--- src/rtl/hgdb_pkg.sv ---
// Shared types for the hgdb debug responder: command/response encodings and the
// response event record.
package hgdb_pkg;

    localparam int MAX_BP = 32;

    typedef enum logic [2:0] {
        OP_NOP      = 3'd0,
        OP_SET_BP   = 3'd1,
        OP_CLR_BP   = 3'd2,
        OP_CONTINUE = 3'd3,
        OP_STEP     = 3'd4,
        OP_HALT     = 3'd5
    } op_t;

    typedef enum logic [1:0] {
        RSP_ACK       = 2'd0,
        RSP_HIT       = 2'd1,
        RSP_STEP_DONE = 2'd2,
        RSP_ERR       = 2'd3
    } rsp_t;

    typedef struct packed {
        rsp_t       code;
        logic [4:0] id;
    } evt_t;

endpackage

--- src/rtl/hgdb_bp_match.sv ---
// Breakpoint matcher: masks raw breakpoint conditions and reports the lowest
// armed slot that fired.
module hgdb_bp_match
    import hgdb_pkg::*;
#(
    parameter int NUM_BP = 8
) (
    input  logic [NUM_BP-1:0]          bp_hit,
    input  logic [NUM_BP-1:0]          bp_mask,
    output logic                       any_hit,
    output logic [$clog2(MAX_BP)-1:0]  hit_id
);

    logic [NUM_BP-1:0] masked;

    assign masked  = bp_hit & bp_mask;
    assign any_hit = |masked;

    // Scan from the top so the lowest set index is written last and wins.
    always_comb begin
        hit_id = '0;
        for (int unsigned i = NUM_BP; i > 0; i--) begin
            if (masked[i-1]) hit_id = ($clog2(MAX_BP))'(i - 1);
        end
    end

endmodule

--- src/rtl/hgdb_debug_responder.sv ---
// Debugger-facing run control: HALT/RUN/STEP with breakpoint halting and a
// registered response channel. Define HGDB_CYCLE_COUNT_EN to build the cycle counter.
module hgdb_debug_responder
    import hgdb_pkg::*;
#(
    parameter int NUM_BP = 8,
    parameter int CYC_W  = 32
) (
    input  logic              clk,
    input  logic              rst_n,
    input  logic              cmd_valid,
    output logic              cmd_ready,
    input  logic [2:0]        cmd_op,
    input  logic [15:0]       cmd_arg,
    input  logic [NUM_BP-1:0] bp_hit,
    output logic              dut_en,
    output logic              halted,
    output logic              rsp_valid,
    input  logic              rsp_ready,
    output logic [1:0]        rsp_code,
    output logic [4:0]        rsp_id,
    output logic [CYC_W-1:0]  rsp_cycle
);

    localparam logic [1:0] ST_HALT = 2'd0;
    localparam logic [1:0] ST_RUN  = 2'd1;
    localparam logic [1:0] ST_STEP = 2'd2;

    logic [1:0]        state, state_nx;
    logic [NUM_BP-1:0] bp_mask, mask_nx;
    logic [15:0]       step_cnt, step_nx;
    logic              any_hit, hit_now, cmd_acc, arg_ok, last_step;
    logic [4:0]        hit_id;

    logic              cmd_evt_v, core_evt_v;
    evt_t              cmd_evt, core_evt;
    logic              e0_v, e1_v;
    evt_t              e0;
    evt_t              out_evt, pend_evt;
    logic              pend_valid;
    logic              pop, take_pend, e0_to_out, e0_to_pend;

    hgdb_bp_match #(
        .NUM_BP (NUM_BP)
    ) u_match (
        .bp_hit  (bp_hit),
        .bp_mask (bp_mask),
        .any_hit (any_hit),
        .hit_id  (hit_id)
    );

    assign dut_en    = (state != ST_HALT);
    assign halted    = (state == ST_HALT);
    assign hit_now   = any_hit && dut_en;
    assign cmd_ready = !rsp_valid && !hit_now;
    assign cmd_acc   = cmd_valid && cmd_ready;
    assign arg_ok    = (cmd_arg < 16'(NUM_BP));
    assign last_step = (state == ST_STEP) && (step_cnt == 16'd1);

    always_comb begin
        state_nx   = state;
        mask_nx    = bp_mask;
        step_nx    = (state == ST_STEP) ? step_cnt - 16'd1 : step_cnt;
        cmd_evt_v  = 1'b0;
        cmd_evt    = '0;
        core_evt_v = 1'b0;
        core_evt   = '0;

        if (cmd_acc) begin
            case (cmd_op)
                OP_NOP: ;
                OP_SET_BP, OP_CLR_BP: begin
                    cmd_evt_v    = 1'b1;
                    cmd_evt.code = arg_ok ? RSP_ACK : RSP_ERR;
                    for (int unsigned i = 0; i < NUM_BP; i++) begin
                        if (cmd_arg == 16'(i)) mask_nx[i] = (cmd_op == OP_SET_BP);
                    end
                end
                OP_CONTINUE: begin
                    cmd_evt_v = 1'b1;
                    if (state == ST_HALT) state_nx = ST_RUN;
                    else                  cmd_evt.code = RSP_ERR;
                end
                // A valid STEP answers later with STEP_DONE or HIT, not now.
                OP_STEP: begin
                    if (state == ST_HALT && cmd_arg != 16'd0) begin
                        state_nx = ST_STEP;
                        step_nx  = cmd_arg;
                    end else begin
                        cmd_evt_v    = 1'b1;
                        cmd_evt.code = RSP_ERR;
                    end
                end
                OP_HALT: begin
                    cmd_evt_v = 1'b1;
                    state_nx  = ST_HALT;
                end
                default: begin
                    cmd_evt_v    = 1'b1;
                    cmd_evt.code = RSP_ERR;
                end
            endcase
        end

        // An explicit HALT landing on the last step cycle aborts the step silently.
        if (hit_now) begin
            core_evt_v    = 1'b1;
            core_evt.code = RSP_HIT;
            core_evt.id   = hit_id;
            state_nx      = ST_HALT;
        end else if (last_step && !(cmd_acc && cmd_op == OP_HALT)) begin
            core_evt_v    = 1'b1;
            core_evt.code = RSP_STEP_DONE;
            state_nx      = ST_HALT;
        end
    end

    // Output register plus one pending slot: a hit or step completion can arrive
    // while an earlier response is still held, and is queued behind it.
    assign e0_v       = cmd_evt_v || core_evt_v;
    assign e0         = cmd_evt_v ? cmd_evt : core_evt;
    assign e1_v       = cmd_evt_v && core_evt_v;
    assign pop        = rsp_valid && rsp_ready;
    assign take_pend  = pop && pend_valid;
    assign e0_to_out  = e0_v && (!rsp_valid || (pop && !pend_valid));
    assign e0_to_pend = e0_v && !e0_to_out;

    always_ff @(posedge clk or negedge rst_n) begin
        if (!rst_n) begin
            state      <= ST_HALT;
            bp_mask    <= '0;
            step_cnt   <= '0;
            rsp_valid  <= 1'b0;
            pend_valid <= 1'b0;
            out_evt    <= '0;
            pend_evt   <= '0;
        end else begin
            state      <= state_nx;
            bp_mask    <= mask_nx;
            step_cnt   <= step_nx;
            rsp_valid  <= (rsp_valid && !pop) || take_pend || e0_to_out;
            pend_valid <= (pend_valid && !take_pend) || e0_to_pend || e1_v;
            if (take_pend)      out_evt <= pend_evt;
            else if (e0_to_out) out_evt <= e0;
            if (e1_v)            pend_evt <= core_evt;
            else if (e0_to_pend) pend_evt <= e0;
        end
    end

    assign rsp_code = out_evt.code;
    assign rsp_id   = out_evt.id;

`ifdef HGDB_CYCLE_COUNT_EN
    logic [CYC_W-1:0] cyc_cnt, pend_cyc;

    always_ff @(posedge clk or negedge rst_n) begin
        if (!rst_n) begin
            cyc_cnt   <= '0;
            pend_cyc  <= '0;
            rsp_cycle <= '0;
        end else begin
            if (dut_en) cyc_cnt <= cyc_cnt + CYC_W'(1);
            if (take_pend)      rsp_cycle <= pend_cyc;
            else if (e0_to_out) rsp_cycle <= cyc_cnt;
            if (e1_v || e0_to_pend) pend_cyc <= cyc_cnt;
        end
    end
`else
    assign rsp_cycle = '0;
`endif

endmodule

--- config.mk ---
export PLATFORM = sky130hd
export DESIGN_NAME = hgdb_debug_responder
export DESIGN_NICKNAME = d
export VERILOG_FILES = /design/src/rtl/hgdb_pkg.sv /design/src/rtl/hgdb_bp_match.sv /design/src/rtl/hgdb_debug_responder.sv
export SDC_FILE = /design/constraint.sdc
export NUM_CORES = 1
export LEC_CHECK = 0
export ABC_AREA = 1
export CORE_MARGIN = 2
export CORE_UTILIZATION = 35
export DETAILED_ROUTE_END_ITERATION = 6
export DONT_BUFFER_PORTS = 1
export PLACE_DENSITY = 0.54
export SYNTH_ARGS = -nofsm -noshare
export SYNTH_HDL_FRONTEND = slang
export SYNTH_SLANG_ARGS = --single-unit
--- constraint.sdc ---
create_clock -name clk -period 1.45 [get_ports clk]
set_input_delay 0.2175 -clock clk [delete_from_list [all_inputs] [get_ports clk]]
set_output_delay 0.2175 -clock clk [all_outputs]
set_load 0.01 [all_outputs]
# [Yosys cells after proc, flatten, opt, wreduce, memory -nomap -nowiden]
# Cells that the tools add are included.
[totals] regBits=42 inputBits=31 output_inout_bits=43 wordCells=120
[classes] add_sub_neg=1 magnitude_cmp=1 n_eq_ne=16 muxes=36 bitwise=1 reduce_logical=49
[op_table] op="$eq A16 B3 Y1 const B" n=4
[op_table] op="$mux W16" n=4
[op_table] op="$mux W7" n=5
[op_table] op="$eq A16 B1 Y1 const B" n=2
[op_table] op="$eq A16 B2 Y1 const B" n=2
[op_table] op="$mux W3" n=8
[op_table] op="$reduce_and A3 Y1" n=8
[op_table] op="$mux W2" n=11
[op_table] op="$logic_not A16 Y1" n=1
[op_table] op="$lt A16 B4 Y1 const B" n=1
[op_table] op="$reduce_bool A16 Y1" n=1
[op_table] op="$sub A16 B1 Y16 const B" n=1
[op_table] op="$logic_and A1 B1 Y1" n=15
[op_table] op="$and A8 B8 Y8" n=1
[op_table] op="$ne A4 B4 Y1 const B" n=2
[op_table] op="$pmux W2 S4" n=1
[op_table] op="$reduce_or A8 Y1" n=1
[op_table] op="$logic_not A1 Y1" n=7
[op_table] op="$eq A3 B2 Y1 const B" n=2
[op_table] op="$eq A3 B3 Y1 const B" n=2
[op_table] op="$logic_or A1 B1 Y1" n=6
[op_table] op="$pmux W2 S3" n=1
[op_table] op="$reduce_bool A2 Y1" n=3
[op_table] op="$mux W5" n=1
[op_table] op="10 further kinds" n=14

# [Longest topological paths before layout]
# Gate-level depths: netlist (run 1).
[logic_depth] word_depth=17 depth_mapped=13 ltp_nobuf=13

# [Hierarchy]
# A second synthesis (run 1) with hierarchy kept.
[unflattened] cells_unflattened=430 area_unflattened_um2=3007.9
[modules_own_cells] mod="hgdb_debug_responder" instances=1 cells_each=401 area_each_um2=2865.2 seq_area_each_um2=1051.0
[modules_own_cells] mod="hgdb_bp_match" instances=1 cells_each=29 area_each_um2=142.6 seq_area_each_um2=0.0

# [Least setup slack after synthesis (run 1)]
# No wires, ideal clock.
[synth_timing] path_type="reg2reg" startpoint="reg state[1]" endpoint="reg out_evt, in the netlist rsp_code[1]" setup_time_ns=0.118 t_arrival_ns=1.395 required_time_ns=1.332 path_slack_ns=-0.063 path_stages_with_launch=11 n_path_buf=0 synth_period_minus_slack_ns=1.513 cell_sequence="dfrtp_1 > nor2_4 > inv_2 > nand2_8 > nand4_2 > nand2_2 > nand3_4 > nand2_4 > nand2_4 > nand2_1 > nand2_1"
[synth_between] word_cells_on_any_way=29 classes_between="eq/ne (1); mux (14); reduce/logical (14)"
[synth_lines] element="start, declared" line="hgdb_debug_responder.sv:29" text="logic [1:0] state, state_nx;"
[synth_lines] element="start signal, assigned" line="hgdb_debug_responder.sv:138" text="state <= state_nx;"
[synth_lines] element="$logic_not A2 Y1 *"
[synth_lines] element="net halted" line="hgdb_debug_responder.sv:17" text="output logic halted,"
[synth_lines] element="$logic_and A1 B1 Y1" line="hgdb_debug_responder.sv:86" text="if (state == ST_HALT && cmd_arg != 16'd0) begin"
[synth_lines] element="$mux W2 or $mux W1 (tied branches)" line="hgdb_debug_responder.sv:86"
[synth_lines] element="$pmux W2 S4 or $pmux W1 S2 (tied branches)" line="hgdb_debug_responder.sv:70" text="case (cmd_op)"
[synth_lines] element="$mux W2 or $mux W1 (tied branches)" line="hgdb_debug_responder.sv:69" text="if (cmd_acc) begin"
[synth_lines] element="$mux W7 or $logic_or A1 B1 Y1 (tied branches)" line="hgdb_debug_responder.sv:121, hgdb_debug_responder.sv:120"
[synth_lines] element="$mux W7 or $logic_and A1 B1 Y1 (tied branches)" line="hgdb_debug_responder.sv:144, hgdb_debug_responder.sv:125"
[synth_lines] element="$mux W7 or $reduce_bool A2 Y1 (tied branches)"
[synth_lines] element="end signal, assigned" line="hgdb_debug_responder.sv:143" text="if (take_pend) out_evt <= pend_evt;"
[synth_lines] element="end, declared" line="hgdb_debug_responder.sv:39" text="evt_t out_evt, pend_evt;"
# The timed path passes the listed nets; every way through them passes the cells marked *. The select of a mux whose other input is x is not followed.
# A chain may end at the register's enable or synchronous reset.

# [Worst setup path in the final report (run 1)]
[layout_timing] startpoint="reg bp_mask[1]" endpoint="reg out_evt, in the netlist rsp_id[0]"
[layout_between] elab_chain_cells=14 word_cells_on_any_way=21 classes_between="mux (9); bitwise (1); reduce/logical (11)"
[layout_rtl] element="start, declared" line="hgdb_debug_responder.sv:30" text="logic [NUM_BP-1:0] bp_mask, mask_nx;"
[layout_rtl] element="start signal, assigned" line="hgdb_debug_responder.sv:139" text="bp_mask <= mask_nx;"
[layout_rtl] element="$and A8 B8 Y8 *" line="hgdb_bp_match.sv:16" text="assign masked = bp_hit & bp_mask;"
[layout_rtl] element="$reduce_or A8 Y1" line="hgdb_bp_match.sv:17" text="assign any_hit = |masked;"
[layout_rtl] element="$logic_and A1 B1 Y1" line="hgdb_debug_responder.sv:54" text="assign hit_now = any_hit && dut_en;"
[layout_rtl] element="$logic_not A1 Y1" line="hgdb_debug_responder.sv:55" text="assign cmd_ready = !rsp_valid && !hit_now;"
[layout_rtl] element="$logic_and A1 B1 Y1" line="hgdb_debug_responder.sv:55"
[layout_rtl] element="$logic_and A1 B1 Y1" line="hgdb_debug_responder.sv:56" text="assign cmd_acc = cmd_valid && cmd_ready;"
[layout_rtl] element="$logic_and A1 B1 Y1" line="hgdb_debug_responder.sv:111" text="end else if (last_step && !(cmd_acc && cmd_op == OP_HALT)) begin"
[layout_rtl] element="$logic_not A1 Y1" line="hgdb_debug_responder.sv:111"
[layout_rtl] element="$logic_and A1 B1 Y1" line="hgdb_debug_responder.sv:111"
[layout_rtl] element="$mux W1" line="hgdb_debug_responder.sv:111"
[layout_rtl] element="$mux W1" line="hgdb_debug_responder.sv:106" text="if (hit_now) begin"
[layout_rtl] element="$logic_or A1 B1 Y1" line="hgdb_debug_responder.sv:120" text="assign e0_v = cmd_evt_v || core_evt_v;"
[layout_rtl] element="$logic_and A1 B1 Y1" line="hgdb_debug_responder.sv:125" text="assign e0_to_out = e0_v && (!rsp_valid || (pop && !pend_valid));"
[layout_rtl] element="$reduce_bool A2 Y1 (no line)"
# Every way passes the cells marked *; elsewhere a longest branch is shown, timed or not. The select of a mux whose other input is x is not followed.

==> results of run 1 <==
## worst paths after layout
path	startpoint	endpoint	slack, ns	cells after the start
worst max-delay path	bp_mask[1]$_DFFE_PN0P_	rsp_id[0]$_DFFE_PN0P_	-0.16	12
max in group asynchronous	rst_n	state[1]$_DFFE_PN0P_	0.84	2
worst min register to register	pend_valid$_DFF_PN0_	pend_valid$_DFF_PN0_	0.51	2
worst min-delay path	cmd_arg[4]	step_cnt[4]$_DFF_PN0_	0.02	2
min in group asynchronous	rst_n	state[0]$_DFFE_PN0P_	0.38	2
worst max register to register	bp_mask[1]$_DFFE_PN0P_	rsp_id[0]$_DFFE_PN0P_	-0.16	12
## power by group through the flow
stage	clock, W	sequential (W)	combinational (W)
after detailed placement	0	0.00163	0.00183
after floorplan	0	0.00163	0.00117
final	0.000916	0.00163	0.00232
after CTS	0.000950	0.00162	0.00205
after global routing	0.000989	0.00167	0.00259
after global placement	0	0.00162	0.00181
## cells by family (layout without fill, tap and decap cells)
| kind of cell | count (synthesis) | count (layout) | synth area share |
|---|---|---|---|
| XOR/XNOR | 10 | 10 | 0.0316 |
| other | 1 | 34 | 0.00135 |
| AO/OA/AOI/OAI | 36 | 36 | 0.0709 |
| flip-flops | 38 | 38 | 0.343 |
| AND/OR/NAND/NOR | 220 | 220 | 0.398 |
| buffers and inverters | 71 | 126 | 0.146 |
| adder cells (fa/ha/maj) | 2 | 2 | 0.00903 |
## routing by layer
metal / up-vias / share of wire / track usage
met4: 0 / 0.015 / 0.0490
met5: - / 0 / 0
met1: 1223 / 0.44 / 0.213
met3: 9 / 0.053 / 0.0379
li1: 1306 / - / -
met2: 66 / 0.50 / 0.289
## sequential cells by signal, summed over array words and instances (netlist names)
signal,flops
state,2
rsp_code,2
rsp_id,3
pend_evt,5
pend_valid,1
step_cnt,16
bp_mask,8
rsp_valid,1
## repair_timing
item,CTS,global route
gates resized for setup,53,49
gates cloned,1,1
endpoints found under the setup margin,41,41
endpoints found under the hold margin,38,0
pin swaps,19,18
buffers inserted,10,13
hold buffers,2,0
## metrics by stage
step           setup TNS [ns]  hold WS (ns)
2_1_floorplan          -0.626       -0.0781
3_3_place_gp            -3.69       -0.0764
3_5_place_dp            -4.53       -0.0766
4_1_cts                 -4.16        0.0317
5_1_grt                 -8.15        0.0242
6_report                -4.00        0.0175
## layout by cell type, fill, tap and decap left out, types with 2 or more instances in the layout
master,n
nand2_1,75
buf_4,73
dfrtp_1,36
conb_1,34
nor2_1,32
nand2_2,23
nor2_4,21
inv_1,21
nand3_1,18
nand2_4,13
nor2_2,12
a21oi_1,12
inv_2,9
xor2_1,8
o21ai_1,6
a31oi_1,6
buf_6,6
o21ai_2,5
nand4_1,5
clkbuf_8,5
nand3_2,4
nor3_2,3
nor3_1,3
inv_4,2
nand3_4,2
nor3_4,2
nand3b_1,2
o21ai_0,2
xnor2_1,2
clkinv_2,2
buf_8,2
dfrtp_2,2
## area by class of cell
cell class                      count  area (µm²)  area share
Multi-Input combinational cell    302        1840       0.478
Sequential cell                    38         953       0.247
Timing Repair Buffer               83         676       0.175
Inverter                           34         140      0.0363
Tap cell                          102         128      0.0331
Clock buffer                        5        68.8      0.0178
Clock inverter                      3        40.0      0.0104
Timing Repair inverter              1        8.76     0.00227
## worst max-delay path: stages, from the launching register on
cell and delay (ns):
dfrtp_1 0.37, nand2_2 0.07, buf_4 0.13, buf_4 0.12, buf_4 0.12, buf_4 0.12, buf_4 0.13, buf_4 0.13
a21oi_4 0.14, nand2_1 0.06, nand2_1 0.06, nand2_1 0.05, nand2_1 0.06
==> impl_metrics.tcl, run 1 <==
set metrics [dict create \
    wl_per_cell_um 12.7 \
    fin_cells 568 \
    ant_nets 0 \
    intPower_w 0.00299 \
    synth.distinct_cells 35 \
    synth_edf_count 0 \
    period_share 1.11 \
    avgSynthCellArea_um2 7.33 \
    first_iter_violations 106 \
    root_buffer "clkbuf_8" \
    final_util 0.502 \
    synth_top_area_cell "dfrtp_1" \
    rows 32 \
    pre_cts_slack_ns -0.215 \
    hp-class "primary input to register" \
    vdd_drop_max_mv 0.706 \
    switchingPower_w 0.00187 \
    synth.cell_area_um2 2770 \
    syn_inst 378 \
    final_area_um2 3860 \
    arrival_ns 1.85 \
    core_um2 7690 \
    dpl.cell_count 533 \
    gp_congestion 0.821 \
    max_cap_viol_count 0 \
    area_delta_synth_final_pct 39.1 \
    die_h_um 93.0 \
    end_kind "register" \
    htreeDepth 2 \
    yosysMostFrequentCell "nand2_1" \
    cts_tree "yes" \
    final_layout_size_suffix_gt1_frac 0.421 \
    required_ns 1.69 \
    placed_cell_area_um2 3210 \
    synth_top_area_share 0.343 \
    violations "negative setup slack" \
    dp_hpwl_um 5110 \
    totalWireLength_um 7240 \
    yosys_warnings 0 \
    dr_total_vias 2604 \
    initial_core_util 0.361 \
    cts.sinks 38 \
    fillers 768 \
    clkPwrFrac 0.188 \
    fin_nets 498 \
    vias_per_cell 4.58 \
    grt_max_degree 39 \
    drt_first_pass_iters 4 \
    power.leakage_nw 1.91 \
    grt_overflow 0 \
    pwr-share-comb 0.477 \
    status "finished, violations left" \
    fmax_mhz 622 \
    setup_violations 40 \
    synthArstFlopShare 1.00 \
    ctsLongestPathBuffers 2 \
    synth-main-ff-cell "dfrtp_1" \
    port_buffers 0 \
    finalWorstSetupSlack_ns -0.157 \
    io_pins 74 \
    die_area_um2 8650 \
    synth.area.top_cells "dfrtp_1 (34%), nand2_1 (13%), buf_4 (9.2%), nor2_1 (6.9%), nand3_1 (3.8%)" \
    fin_crit_ns 1.61 \
    yosysSeqAreaShare 0.343 \
    grt_pass1_wl_um 11700 \
    clkLatencyLatePin_ns 0.30 \
    antenna_found_initial 0 \
    die_w_um 93.0 \
    clk_pin_slew_ns 0.09 \
    hold_viol 0 \
    synth_common_cells "nand2_1 (93), nor2_1 (51), dfrtp_1 (38)" \
    power.total_w 0.00487 \
    switching_share 0.385 \
    cp_max_fo 2 \
    grt_util_all_layers 0.169 \
    p_per_area_nw_per_um2 1260 \
    rsz0062_at_grt "yes" \
    finClkSkew_ns 0.0153 \
    diodes 0 \
    ys_seq_elements 38 \
    finalMaxSlewViolations 0 \
    first_global_vias 2549 \
    cts_buffers 5 \
    start_kind "register" \
    path_class "register to register" \
    pwr-share-seq 0.334 \
    drc 0 \
]
Note: power is estimated with default switching activity, not from simulation.
==> run 2, diff against run 1 <==
- PLACE_DENSITY: 0.54 -> 0.52
- clock period: 1.45 -> 1.6 ns (I/O delays scaled with it)
==> impl_metrics.tcl, run 2 (same netlist as run 1, synthesis figures left out) <==
set metrics [dict create \
    status "finished, violations left" \
    violations "negative setup slack" \
    intPower_w 0.00269 \
    setup_violations 9 \
    grt_max_degree 39 \
    rsz0062_at_grt "yes" \
    fin_crit_ns 1.63 \
    worst_pin_slew_ns 0.493 \
    die_w_um 93.0 \
    top_register "step_cnt" \
    diodes 0 \
    port_buffers 0 \
    clkLatencyLatePin_ns 0.30 \
    max_stage_delay_ns 0.39 \
    root_buffer "clkbuf_8" \
    die_h_um 93.0 \
    gp_congestion 0.773 \
    vias_per_cell 4.54 \
    holdCritStartpoint "cmd_arg[4]" \
    die_area_um2 8650 \
    dr_total_vias 2449 \
    ant_nets 0 \
    wl_per_cell_um 12.3 \
    final_util 0.470 \
    cp_max_fo 4 \
    start_kind "register" \
    dp_hpwl_um 4860 \
    area_delta_synth_final_pct 30.5 \
    initial_core_util 0.361 \
    htreeDepth 2 \
    totalWireLength_um 6650 \
    clkPwrFrac 0.244 \
    switching_share 0.369 \
    slew-limit-headroom 0.668 \
    required_ns 1.36 \
    drc 0 \
    first_global_vias 2307 \
    startpoint "bp_mask[4]$_DFFE_PN0P_" \
    reg.largest.list "step_cnt (16), bp_mask (8), pend_evt (5)" \
    fmax_mhz 614 \
    first_iter_violations 66 \
    largest_reg_flops 16 \
    holdWs_ns 0.0418 \
    arrival_ns 1.39 \
    path_cells "nand2_2, nand2_2, nor2_4, nand2_4, nand2_8, nand2_4, buf_6, inv_4" \
    grt_util_all_layers 0.154 \
    final_layout_size_suffix_gt1_frac 0.359 \
    cts_buffers 5 \
    path_class "register to output port" \
    io_pins 74 \
    end_kind "output port" \
    finalWorstSetupSlack_ns -0.0297 \
    cts.sinks 38 \
    grt_overflow 0 \
    ctsLongestPathBuffers 2 \
    r2r-start "bp_mask[4]$_DFFE_PN0P_" \
    pwr-share-comb 0.415 \
    grt_pass1_wl_um 10600 \
    vdd_drop_max_mv 0.549 \
    period_share 1.02 \
    power.leakage_nw 1.78 \
    pwr-share-seq 0.342 \
    cts_tree "yes" \
    clk_pin_slew_ns 0.08 \
    finClkSkew_ns 0.00468 \
    finalMaxSlewViolations 0 \
    layout_common_cells "nand2_1 (78), buf_4 (43), dfrtp_1 (37)" \
    antenna_found_initial 0 \
    switchingPower_w 0.00157 \
    crit_slowest_cell "dfrtp_1" \
    hold_viol 0 \
    p_per_area_nw_per_um2 1180 \
    fin_nets 469 \
    max_cap_viol_count 0 \
    hp-class "primary input to register" \
    drt_first_pass_iters 4 \
    final_common_cell "nand2_1" \
    core_um2 7690 \
    rows 32 \
]
==> run 2: power by group through the flow <==
stage          clock network [W]  registers (W)  logic [W]
2_1_floorplan                  0        0.00147    0.00102
3_5_place_dp                   0        0.00147    0.00149
5_1_grt                  0.00109        0.00150    0.00199
4_1_cts                  0.00107        0.00145    0.00158
3_3_place_gp                   0        0.00147    0.00148
6_report                 0.00104        0.00146    0.00177
==> run 2: timing repair <==
item | in CTS | in global routing
pin swaps | 6 | 12
setup endpoints to repair | 18 | 39
gates resized for setup | 17 | 78
hold buffers | 2 | 0
gates cloned | 0 | 3
endpoints found under the hold margin | 38 | 0
buffers inserted | 3 | 7
==> run 2: final timing paths <==
check                                               to  slack [ns]  depth (start not counted)
worst max-delay path                         cmd_ready       -0.03                          8
worst min-delay path             step_cnt[4]$_DFF_PN0_        0.04                          2
worst max register to register  step_cnt[11]$_DFF_PN0_       -0.03                         11
worst min register to register    pend_valid$_DFF_PN0_        0.51                          2
max in group asynchronous         state[0]$_DFFE_PN0P_        0.97                          2
min in group asynchronous       step_cnt[14]$_DFF_PN0_        0.42                          2
==> run 2: area by class of cell <==
cell class,count,area (µm²)
Fill cell,762,4070
Multi-Input combinational cell,302,1790
Sequential cell,38,952
Timing Repair Buffer,53,447
Inverter,34,138
Tap cell,102,128
Clock buffer,6,82.6
Clock inverter,2,60.1
Timing Repair inverter,2,17.5
==> run 2: metrics by stage <==
stage / TNS, ns / cells / power [W] / setup slack [ns] / cell area, µm²
after floorplan: 0 / 411 / 0.00250 / 0.0872 / 2900
after global placement: -0.218 / 516 / 0.00295 / -0.0282 / 3050
after detailed placement: -0.410 / 516 / 0.00296 / -0.0393 / 3050
after CTS: -0.174 / 529 / 0.00411 / -0.0544 / 3300
after global routing: -4.47 / 539 / 0.00458 / -0.182 / 3620
final: -0.143 / 539 / 0.00427 / -0.0297 / 3620
==> run 2: critical path: cells and delay by family, from the launching register on <==
family / cells / cell delay, ns
buffers and inverters: 2 / 0.17
AND/OR/NAND/NOR: 6 / 0.53
flip-flops: 1 / 0.39
==> run 2: metal layers <==
layer | vias to the layer above | global-route usage | part of all wire
li1 | 1258 | - | -
met1 | 1126 | 0.194 | 0.44
met2 | 60 | 0.255 | 0.48
met3 | 5 | 0.0411 | 0.058
met4 | 0 | 0.0502 | 0.012
met5 | - | 0 | 0
